==> src/rtl/als_spi_responder.sv <==
// SPI responder standing in for the Pmod ALS light-sensor ADC (lead zeros, sample MSB-first, trail zeros).
// Latency: outputs react SYNC_STAGES+1 clk cycles after an sclk_in/cs_n_in pin edge.
// Backpressure: none; the master paces the frame, and sample_load is accepted on any cycle.
module als_spi_responder #(
  parameter int DATA_BITS   = 8,
  parameter int LEAD_ZEROS  = 3,
  parameter int TRAIL_ZEROS = 4,
  parameter int SYNC_STAGES = 2
) (
  input  logic                 clk,
  input  logic                 rst,
  input  logic                 sclk_in,
  input  logic                 cs_n_in,
  input  logic [DATA_BITS-1:0] sample_data,
  input  logic                 sample_load,
  output logic                 miso,
  output logic                 miso_oe,
  output logic                 busy,
  output logic                 frame_done,
  output logic                 frame_error,
  output logic [15:0]          frame_count
);

  localparam int FRAME_BITS = LEAD_ZEROS + DATA_BITS + TRAIL_ZEROS;
  localparam int CW         = $clog2(FRAME_BITS + 1);
  localparam logic [CW-1:0] LAST_RISE = CW'(FRAME_BITS - 1);

  typedef enum logic [1:0] {
    IDLE  = 2'd0,
    SHIFT = 2'd1,
    DONE  = 2'd2
  } state_t;

  state_t                  state;
  logic [SYNC_STAGES-1:0]  sclk_sync;
  logic [SYNC_STAGES-1:0]  cs_sync;
  logic                    sclk_d;
  logic                    cs_d;
  logic [DATA_BITS-1:0]    hold_q;
  logic [FRAME_BITS-1:0]   shift_q;
  logic [CW-1:0]           rise_cnt;

  logic                    sclk_s;
  logic                    cs_s;
  logic                    sclk_rise;
  logic                    sclk_fall;
  logic                    cs_fall;
  logic                    cs_rise;
  logic [DATA_BITS-1:0]    load_vec;
  logic [FRAME_BITS-1:0]   frame_vec;

  assign sclk_s    = sclk_sync[SYNC_STAGES-1];
  assign cs_s      = cs_sync[SYNC_STAGES-1];
  assign sclk_rise = sclk_s & ~sclk_d;
  assign sclk_fall = ~sclk_s & sclk_d;
  assign cs_fall   = ~cs_s & cs_d;
  assign cs_rise   = cs_s & ~cs_d;

  // A load coinciding with the frame start bypasses the hold register so the new sample is sent.
  assign load_vec  = sample_load ? sample_data : hold_q;
  assign frame_vec = {{LEAD_ZEROS{1'b0}}, load_vec, {TRAIL_ZEROS{1'b0}}};

  // Synchronize the asynchronous master pins and keep one extra delay flop for edge detection.
  always_ff @(posedge clk or posedge rst) begin
    if (rst) begin
      sclk_sync <= '0;
      cs_sync   <= '1;
      sclk_d    <= 1'b0;
      cs_d      <= 1'b1;
    end else begin
      sclk_sync <= {sclk_sync[SYNC_STAGES-2:0], sclk_in};
      cs_sync   <= {cs_sync[SYNC_STAGES-2:0], cs_n_in};
      sclk_d    <= sclk_s;
      cs_d      <= cs_s;
    end
  end

  // Sample hold register; the frame in flight keeps its own copy in shift_q.
  always_ff @(posedge clk or posedge rst) begin
    if (rst) begin
      hold_q <= '0;
    end else if (sample_load) begin
      hold_q <= sample_data;
    end
  end

  // Frame FSM: miso changes on sclk falls, rises are counted to detect the end of the frame.
  always_ff @(posedge clk or posedge rst) begin
    if (rst) begin
      state       <= IDLE;
      shift_q     <= '0;
      rise_cnt    <= '0;
      miso        <= 1'b0;
      miso_oe     <= 1'b0;
      busy        <= 1'b0;
      frame_done  <= 1'b0;
      frame_error <= 1'b0;
      frame_count <= 16'h0000;
    end else begin
      frame_done  <= 1'b0;
      frame_error <= 1'b0;
      case (state)
        IDLE: begin
          miso    <= 1'b0;
          miso_oe <= 1'b0;
          busy    <= 1'b0;
          if (cs_fall) begin
            shift_q  <= frame_vec;
            miso     <= frame_vec[FRAME_BITS-1];
            rise_cnt <= '0;
            miso_oe  <= 1'b1;
            busy     <= 1'b1;
            state    <= SHIFT;
          end
        end
        SHIFT: begin
          if (sclk_rise && rise_cnt == LAST_RISE) begin
            // Final rise wins over a simultaneous chip-select release: the frame is complete.
            frame_done  <= 1'b1;
            frame_count <= frame_count + 16'd1;
            rise_cnt    <= rise_cnt + 1'b1;
            miso        <= 1'b0;
            if (cs_rise) begin
              miso_oe <= 1'b0;
              busy    <= 1'b0;
              state   <= IDLE;
            end else begin
              state   <= DONE;
            end
          end else if (cs_rise) begin
            frame_error <= 1'b1;
            miso        <= 1'b0;
            miso_oe     <= 1'b0;
            busy        <= 1'b0;
            state       <= IDLE;
          end else if (sclk_rise) begin
            rise_cnt <= rise_cnt + 1'b1;
          end else if (sclk_fall && rise_cnt != '0) begin
            // A fall before the first rise would skip the leading bit, so it is ignored.
            miso    <= shift_q[FRAME_BITS-2];
            shift_q <= shift_q << 1;
          end
        end
        DONE: begin
          miso <= 1'b0;
          busy <= 1'b1;
          if (cs_rise) begin
            miso_oe <= 1'b0;
            busy    <= 1'b0;
            state   <= IDLE;
          end
        end
        default: begin
          state <= IDLE;
        end
      endcase
    end
  end

endmodule

==> config.mk <==
export PLATFORM = sky130hd
export DESIGN_NAME = als_spi_responder
export DESIGN_NICKNAME = d
export VERILOG_FILES = /design/src/rtl/als_spi_responder.sv
export SDC_FILE = /design/constraint.sdc
export NUM_CORES = 1
export LEC_CHECK = 0
export BUFFER_PORTS_ARGS = -buffer_cell sky130_fd_sc_hd__buf_2
export CORE_MARGIN = 3
export CORE_UTILIZATION = 61
export DETAILED_ROUTE_END_ITERATION = 10
export PLACE_DENSITY = 0.84
export SYNTH_ARGS = -nofsm -noshare
export SYNTH_HDL_FRONTEND = slang
export SYNTH_SLANG_ARGS = --single-unit
==> constraint.sdc <==
create_clock -name clk -period 5.31 [get_ports clk]
set_input_delay 0.2655 -clock clk [delete_from_list [all_inputs] [get_ports clk]]
set_output_delay 0.2655 -clock clk [all_outputs]
set_load 0.005 [all_outputs]
==> results of run 1 <==
[layout by cell type, fill, tap and decap left out, types with 6 or more instances in the layout]
| cell type | instances |
|---|---|
| nand2_1 | 16 |
| dfrtp_1 | 48 |
| mux2i_1 | 20 |
| nand4_1 | 7 |
| ha_1 | 8 |
| nor2_1 | 8 |
| xor2_1 | 6 |
| mux2_2 | 9 |
| xnor2_1 | 9 |
| buf_2 | 33 |
| inv_1 | 21 |
[where the power goes]
part	internal, mW	switching (mW)
registers	0.456	0.0446
logic	0.128	0.170
clock network	0.141	0.124
[path summary, 6_finish.rpt]
check | startpoint | endpoint | slack, ps
max in group asynchronous | rst | frame_error | 4490
worst max register to register | state[1] | shift_q[11] | 2730
worst min register to register | cs_sync[0] | cs_sync[1] | 360
worst min-delay path | cs_n_in | cs_sync[0] | 50
worst max-delay path | state[1] | shift_q[11] | 2730
min in group asynchronous | rst | frame_count[1] | 200
[sequential cells by signal, indices dropped and copies added (netlist names)]
signal,cells
frame_count,16
shift_q,10
hold_q,8
rise_cnt,4
cs_sync,2
sclk_sync,2
state,2
busy,1
cs_d,1
frame_done,1
frame_error,1
miso,1
miso_oe,1
sclk_d,1
[cell families (layout without fill, tap and decap cells)]
logic type | count (synthesis) | count (layout) | synth area share (%)
xor+xnor | 15 | 15 | 5.50
mux | 29 | 29 | 12.6
simple gates | 59 | 59 | 13.9
compound gates | 18 | 18 | 5.60
buf+inv | 28 | 64 | 4.66
fa+ha+maj | 8 | 8 | 4.19
flops | 51 | 51 | 53.6
[per-stage QoR]
step	instance area [um2]	total power, mW	cells	util [%]	setup slack, ps
global route	2700	1.13	292	72.7	2520
detailed placement	2590	0.808	284	69.7	2740
floorplan	2390	0.740	208	-	3520
CTS	2700	1.07	292	72.7	2730
global placement	2590	0.792	284	69.7	2900
finish	2700	1.06	292	72.7	2730
[area by class of cell]
| class | instances | area share, % |
|---|---|---|
| clock buffers | 6 | 2.69 |
| clock inverters | 2 | 1.39 |
| inverters | 23 | 3.20 |
| multi-input cells | 129 | 37.0 |
| flip-flops and latches | 51 | 47.4 |
| well taps | 48 | 2.22 |
| repair buffers | 33 | 6.12 |
[per-layer routing]
layer	track usage, %	vias up
met5	0	-
met4	8.44	0
met3	5.35	4
met2	31.8	29
met1	26.5	798
li1	-	783
==> metrics.yaml, run 1 <==
clock_tree:
  clock_latency_ps: 300
  path_clk_slew_ps: 90
  cts_buffers: 5
  root_buffer: "clkbuf_8"
  hold_buffers: 0
  cts_tree: "done"
  post_cts_buffers: 0
  cts_resized: 0
  clock_path_buffers: 2
  clock_sinks: 51
  h-tree-depth: 2
drt:
  first_iter_violations: 102
  routed.top_layer: "met4"
  wl_mm: 4.17
  vias: 1614
  first_pass_iters: 4
  wl_met3_um: 156
  met1_length_mm: 1.92
  vias_per_cell: 5.53
  wl_met2_mm: 2.05
  post-route-drc-count: 0
  wl_per_cell_um: 14.3
  drtAntennaViolNets: 0
synth:
  netlist_instances: 208
  synth_edf_count: 0
  synthDistinctLibCells: 41
  synth.cells.most_frequent: "dfrtp_1 (48), inv_1 (22), mux2i_1 (20)"
  seq_area_frac_synth_pct: 53.6
  synthesis.nets: 229
  synthFlopType: "dfrtp_1"
  syn-cell-area_um2: 2390
  yosysTopAreaCell: "dfrtp_1"
  async_reset_ff_share_pct: 100
  syn_avg_cell_area_um2: 11.5
  yosysMostFrequentCell: "dfrtp_1"
  yosysWarnings: 0
  synth_top_area_share_pct: 50.3
  ys_seq_elements: 51
  yosys-top-cells-area: "dfrtp_1 (50%), mux2i_1 (8.4%), mux2_2 (4.2%)"
critical_path:
  r2r_cells: 6
  cp.depth: 6
  cp_max_fo: 15
  path_delay_family: "compound AO/OA/AOI/OAI gates"
  crit_buf_inv: 2
  worstSetupPathType: "register to register"
  slowest_delay_ps: 890
  critPathArrivalTime_ps: 2800
  cp-start-kind: "register"
  cp_data_required_time_ps: 5530
  crit_slowest_cell: "o21ai_1"
  crit_chain: "inv_1 > ha_1 > inv_2 > nor3_1 > o21ai_1 > mux2i_1"
  worstSetupEndpointType: "register"
grt:
  grt_use_total_pct: 20.3
  grt_overflow_total: 0
  grt_max_degree: 52
  grt_pass1_vias: 1581
  antenna_found_initial: 0
  grt_pass1_wl_mm: 6.96
finish:
  fillerInstances: 272
  seqCellArea_um2: 1280
  n_antenna_cell: 0
  multi_input_area_um2: 998
  post_route_cells_drive_above_1_share_pct: 24.6
  area_growth_pct: 13.0
  nets: 264
power_and_ir_drop:
  p_per_area_nw_per_um2: 393
  peakVddDrop_mv: 0.260
  p_leak_nw: 1.39
sta:
  setup_viol: 0
  post-route-min-period_ps: 2580
  rsz0062_at_grt: "no"
  fin_crit_sh_pct: 48.5
  fin_skew_ps: 11.9
  maxSlewViolCount: 0
  hold_viol: 0
  tightest_slew_ps: 1150
  holdWs_ps: 52.1
  fmaxAchievable_ghz: 0.388
  max-slew-margin-rel_pct: 22.9
  fin_setup_tns_ps: 0
worst_hold_path:
  holdPathStages: 1
  hp-class: "primary input to register"
floorplan:
  fp.dieH_um: 68.6
  die_w_um: 68.6
  rows: 22
  io_pins: 34
  core_area_um2: 3720
  dieArea_um2: 4700
  initial_utilization_pct: 64.3
run_status:
  outcome: "finished clean"
placed_design:
  gp_congestion: 0.812
  port_buffers: 33
  dpl.hpwl_mm: 3.01
flow_run:
  maxCapViolCount: 0
Note: power is estimated with default switching activity, not from simulation.
==> inputs of run 2 (changes only) <==
- CORE_UTILIZATION: 61 -> 51
- PLACE_DENSITY: 0.84 -> 0.75
- clock period: 5.31 -> 2.1 ns (I/O delays scaled with it)
==> run 2 against run 1 <==
  * First-iteration DRC count is 14% lower
  * Worst setup slack worse by 2500 ps
  * Via count down 0.93%
  * Critical path depth is 1 lower
  * Largest cell class unchanged
==> metrics.yaml, run 2 (synthesis gave the netlist of run 1 again) <==
run_status:
  outcome: "finished clean"
clock_tree:
  root_buffer: "clkbuf_8"
  cts_tree: "done"
  post_cts_buffers: 0
  clock_path_buffers: 2
  cts_resized: 0
  h-tree-depth: 2
  clock_latency_ps: 300
  path_clk_slew_ps: 90
  clock_sinks: 51
  cts_buffers: 5
grt:
  grt_max_degree: 23
  antenna_found_initial: 0
  grt_overflow_total: 0
  grt_pass1_vias: 1488
  grt_use_total_pct: 16.1
  grt_pass1_wl_mm: 6.83
critical_path:
  path_delay_family: "compound AO/OA/AOI/OAI gates"
  crit_buf_inv: 1
  crit_slowest_cell: "a211oi_2"
  crit_chain: "inv_1 > ha_1 > nand4_1 > a211oi_2 > mux2i_1"
  reg2reg_slack_ps: 260
  r2r-start: "rise_cnt[0]"
  r2r_cells: 5
  worstSetupEndpointType: "register"
  cp-start-kind: "register"
  worstSetupPathType: "register to register"
  critPathArrivalTime_ps: 2060
  cp_data_required_time_ps: 2310
  slowest_delay_ps: 500
  r2r_end: "rise_cnt[1]"
  cp_max_fo: 6
sta:
  fmaxAchievable_ghz: 0.542
  fin_skew_ps: 10.7
  hold_viol: 0
  setup_viol: 0
  tightest_slew_ps: 424
  maxSlewViolCount: 0
  rsz0062_at_grt: "no"
  post-route-min-period_ps: 1840
  fin_crit_sh_pct: 87.8
  max-slew-margin-rel_pct: 71.7
  fin_setup_tns_ps: 0
finish:
  regMostFlops: "frame_count"
  fin_area_um2: 2790
  final_cell_mix: "dfrtp_1 (48), buf_2 (33), inv_1 (21), mux2i_1 (20), nand2_1 (16)"
  post_route_cells_drive_above_1_share_pct: 26.4
  largest_reg_flops: 16
  nets: 275
  n_antenna_cell: 0
  top_regs: "frame_count x16, shift_q x10, hold_q x8"
  area_growth_pct: 16.6
  mostFrequentLayoutCell: "dfrtp_1"
placed_design:
  gp_congestion: 0.803
  port_buffers: 33
  placed_area_um2: 2660
  dpl.hpwl_mm: 3.09
floorplan:
  core_area_um2: 4440
  dieArea_um2: 5540
  rows: 24
  fp.dieH_um: 74.5
  initial_utilization_pct: 53.8
  io_pins: 34
  die_w_um: 74.5
drt:
  vias: 1599
  first_iter_violations: 88
  vias_per_cell: 5.23
  wl_mm: 4.06
  first_pass_iters: 4
  drtAntennaViolNets: 0
  post-route-drc-count: 0
  wl_per_cell_um: 13.3
worst_hold_path:
  hp-class: "primary input to register"
  hp-start: "sample_data[5]"
  holdPathStages: 2
  hold_end: "hold_q[5]"
power_and_ir_drop:
  p_leak_nw: 1.44
  peakVddDrop_mv: 0.555
  p_per_area_nw_per_um2: 972
flow_run:
  maxCapViolCount: 0
run 2: layout make-up:
| type | count | area [um2] |
|---|---|---|
| multi-input combinational | 129 | 998 |
| tap | 52 | 65.1 |
| timing repair buffer | 44 | 255 |
| clock buffer | 6 | 72.6 |
| inverter | 23 | 86.3 |
| sequential | 51 | 1280 |
| clock inverter | 1 | 30.0 |
| fill | 354 | 1660 |
run 2: per-layer routing:
layer | vias up | GRT usage [%] | part of all wire, %
met3 | 7 | 4.19 | 3.3
met1 | 768 | 23.0 | 49
met4 | 0 | 5.34 | 1.2
met2 | 21 | 24.0 | 47
li1 | 803 | - | -
met5 | - | 0 | 0
run 2: what timing repair did:
action,4_1_cts,5_1_grt
setup endpoints to repair,0,0
hold buffers,3,0
endpoints found under the hold margin,16,0
run 2: how the worst max path moves through the flow:
| stage | end | from | slack (ps) | depth (start not counted) |
|---|---|---|---|---|
| CTS | rise_cnt[1] | rise_cnt[0] | 260 | 5 |
| floorplan | frame_count[1] | state[1] | 310 | 8 |
| global route | rise_cnt[1] | rise_cnt[0] | 90 | 5 |
| finish | rise_cnt[1] | rise_cnt[0] | 260 | 5 |
| detailed placement | rise_cnt[1] | rise_cnt[0] | 280 | 5 |
| global placement | frame_count[1] | rise_cnt[0] | 310 | 6 |
run 2: through the flow:
step	util [%]	hold slack [ps]	total power [mW]	instances	worst slack [ps]
3_5_place_dp	59.7	91.6	2.09	296	280
4_1_cts	62.7	46.3	2.74	306	258
5_1_grt	62.7	44.3	2.91	306	90.9
2_1_floorplan	-	109	1.87	208	309
3_3_place_gp	59.7	82.4	2.06	296	312
6_report	62.7	49.9	2.71	306	256
run 2: report_power, final:
| group | internal (mW) | switching [mW] | leakage, nW |
|---|---|---|---|
| registers | 1.15 | 0.105 | 0.655 |
| logic | 0.371 | 0.444 | 0.731 |
| clock network | 0.349 | 0.289 | 0.0513 |
==> inputs of run 3 (changes only) <==
- CORE_UTILIZATION: 51 -> 61
- PLACE_DENSITY: 0.75 -> 0.84
- clock period: 2.1 -> 2.3 ns (I/O delays scaled with it)
==> run 3 against run 2 <==
  * Hold slack gained 7.3 ps
  * Via count up 3.0%
  * Final cell count is 1.6% lower
  * Clock power is 13% lower
  * Combinational power down 11%
  * Count of clock-buffer cells in the layout grew 2
  * Worst setup slack improved by 120 ps
  * Largest power group unchanged
  * Sequential power is 8% lower
  * Non-clock buffer count shrank 2
==> metrics.yaml, run 3 (synthesis gave the netlist of run 1 again) <==
floorplan:
  initial_utilization_pct: 64.3
  io_pins: 34
  dieArea_um2: 4700
  rows: 22
  fp.dieH_um: 68.6
  core_area_um2: 3720
  die_w_um: 68.6
sta:
  holdWs_ps: 57.2
  rsz0062_at_grt: "no"
  post-route-min-period_ps: 1930
  fin_skew_ps: 8.69
  hold_viol: 0
  fmaxAchievable_ghz: 0.518
  tightest_slew_ps: 464
  fin_setup_tns_ps: 0
  setup_viol: 0
  maxSlewViolCount: 0
  fin_crit_sh_pct: 83.9
  setup_slack_ps: 371
  max-slew-margin-rel_pct: 68.3
critical_path:
  cp-start-kind: "register"
  reg2reg_slack_ps: 370
  worstSetupEndpointType: "register"
  worstSetupPathType: "register to register"
  critPathArrivalTime_ps: 2140
  cp_data_required_time_ps: 2510
  cp_max_fo: 14
  r2r_end: "shift_q[6]"
  r2r-start: "state[1]"
  r2r_cells: 8
worst_hold_path:
  hp-start: "sample_data[7]"
  holdPathStages: 2
  hp-class: "primary input to register"
  hold_end: "hold_q[7]"
grt:
  grt_pass1_wl_mm: 7.42
  grt_use_total_pct: 21.5
  grt_overflow_total: 0
  antenna_found_initial: 0
  grt_max_degree: 21
  grt_pass1_vias: 1582
placed_design:
  port_buffers: 33
  preCtsSetupSlack_ps: 411
  gp_congestion: 0.863
  dpl.hpwl_mm: 3.23
clock_tree:
  cts_tree: "done"
  clock_latency_ps: 300
  h-tree-depth: 2
  cts_resized: 0
  root_buffer: "clkbuf_8"
  clock_sinks: 51
  cts_buffers: 5
  clock_path_buffers: 2
  path_clk_slew_ps: 90
power_and_ir_drop:
  p_leak_nw: 1.43
  p_per_area_nw_per_um2: 882
  peakVddDrop_mv: 0.718
finish:
  fillerInstances: 274
  largest_reg_flops: 16
  regMostFlops: "frame_count"
  area_growth_pct: 15.7
  n_antenna_cell: 0
  mostFrequentLayoutCell: "dfrtp_1"
  top_regs: "frame_count x16, shift_q x10, hold_q x8"
  nets: 273
  post_route_cells_drive_above_1_share_pct: 26.1
  final_cell_mix: "dfrtp_1 (48), buf_2 (33), inv_1 (21), mux2i_1 (20), nand2_1 (16)"
drt:
  first_iter_violations: 120
  vias_per_cell: 5.47
  wl_per_cell_um: 14.7
  first_pass_iters: 4
  post-route-drc-count: 0
  wl_mm: 4.44
  vias: 1647
  drtAntennaViolNets: 0
flow_run:
  maxCapViolCount: 0
run_status:
  outcome: "finished clean"
run 3: through the flow:
stage | instance area [um2] | total power [mW] | util (%) | std cells
after global routing | 2770 | 2.60 | 74.4 | 301
after detailed placement | 2640 | 1.89 | 70.9 | 290
after floorplan | 2390 | 1.71 | - | 208
after global placement | 2640 | 1.85 | 70.9 | 290
after CTS | 2770 | 2.45 | 74.4 | 301
final | 2770 | 2.44 | 74.4 | 301
run 3: layer usage:
| metal | routed length [um] | vias to the layer above | share of wire [%] | GRT usage, % |
|---|---|---|---|---|
| li1 | - | 797 | - | - |
| met1 | 2020 | 805 | 45 | 29.5 |
| met2 | 2160 | 35 | 49 | 33.0 |
| met3 | 191 | 10 | 4.3 | 6.00 |
| met4 | 74 | 0 | 1.7 | 6.45 |
| met5 | 0 | - | 0 | 0 |
run 3: what timing repair did:
action / CTS / global route
endpoints found under the hold margin: 13 / 0
hold buffers: 3 / 0
endpoints found under the setup margin: 0 / 0
buffers inserted: 0 / 0
run 3: how the worst max path moves through the flow:
stage | start | end | cells after the start
finish | state[1] | shift_q[6] | 8
global placement | rise_cnt[0] | frame_count[1] | 6
CTS | state[1] | shift_q[6] | 8
detailed placement | state[1] | shift_q[6] | 8
global route | state[1] | shift_q[6] | 8
floorplan | state[1] | frame_count[1] | 8
run 3: power by group:
part	internal, mW	leakage [nW]	switching, mW
Combinational	0.317	0.722	0.404
Sequential	1.05	0.655	0.108
Clock	0.275	0.0515	0.281
run 3: area by class of cell:
type | instances | area [um2] | area share [%]
Multi-Input combinational cell | 129 | 998 | 36.1
Tap cell | 48 | 60.1 | 2.17
Timing Repair Buffer | 42 | 240 | 8.69
Clock buffer | 8 | 100 | 3.62
Sequential cell | 51 | 1280 | 46.3
Inverter | 23 | 86.3 | 3.12
run 3: critical path, cell delays in order, from the launching register on:
cell     delay, ps
dfrtp_1        410
inv_1           80
ha_1           230
buf_4          200
inv_2          220
nor3_1          90
o21ai_1        130
buf_4          230
mux2i_1        240
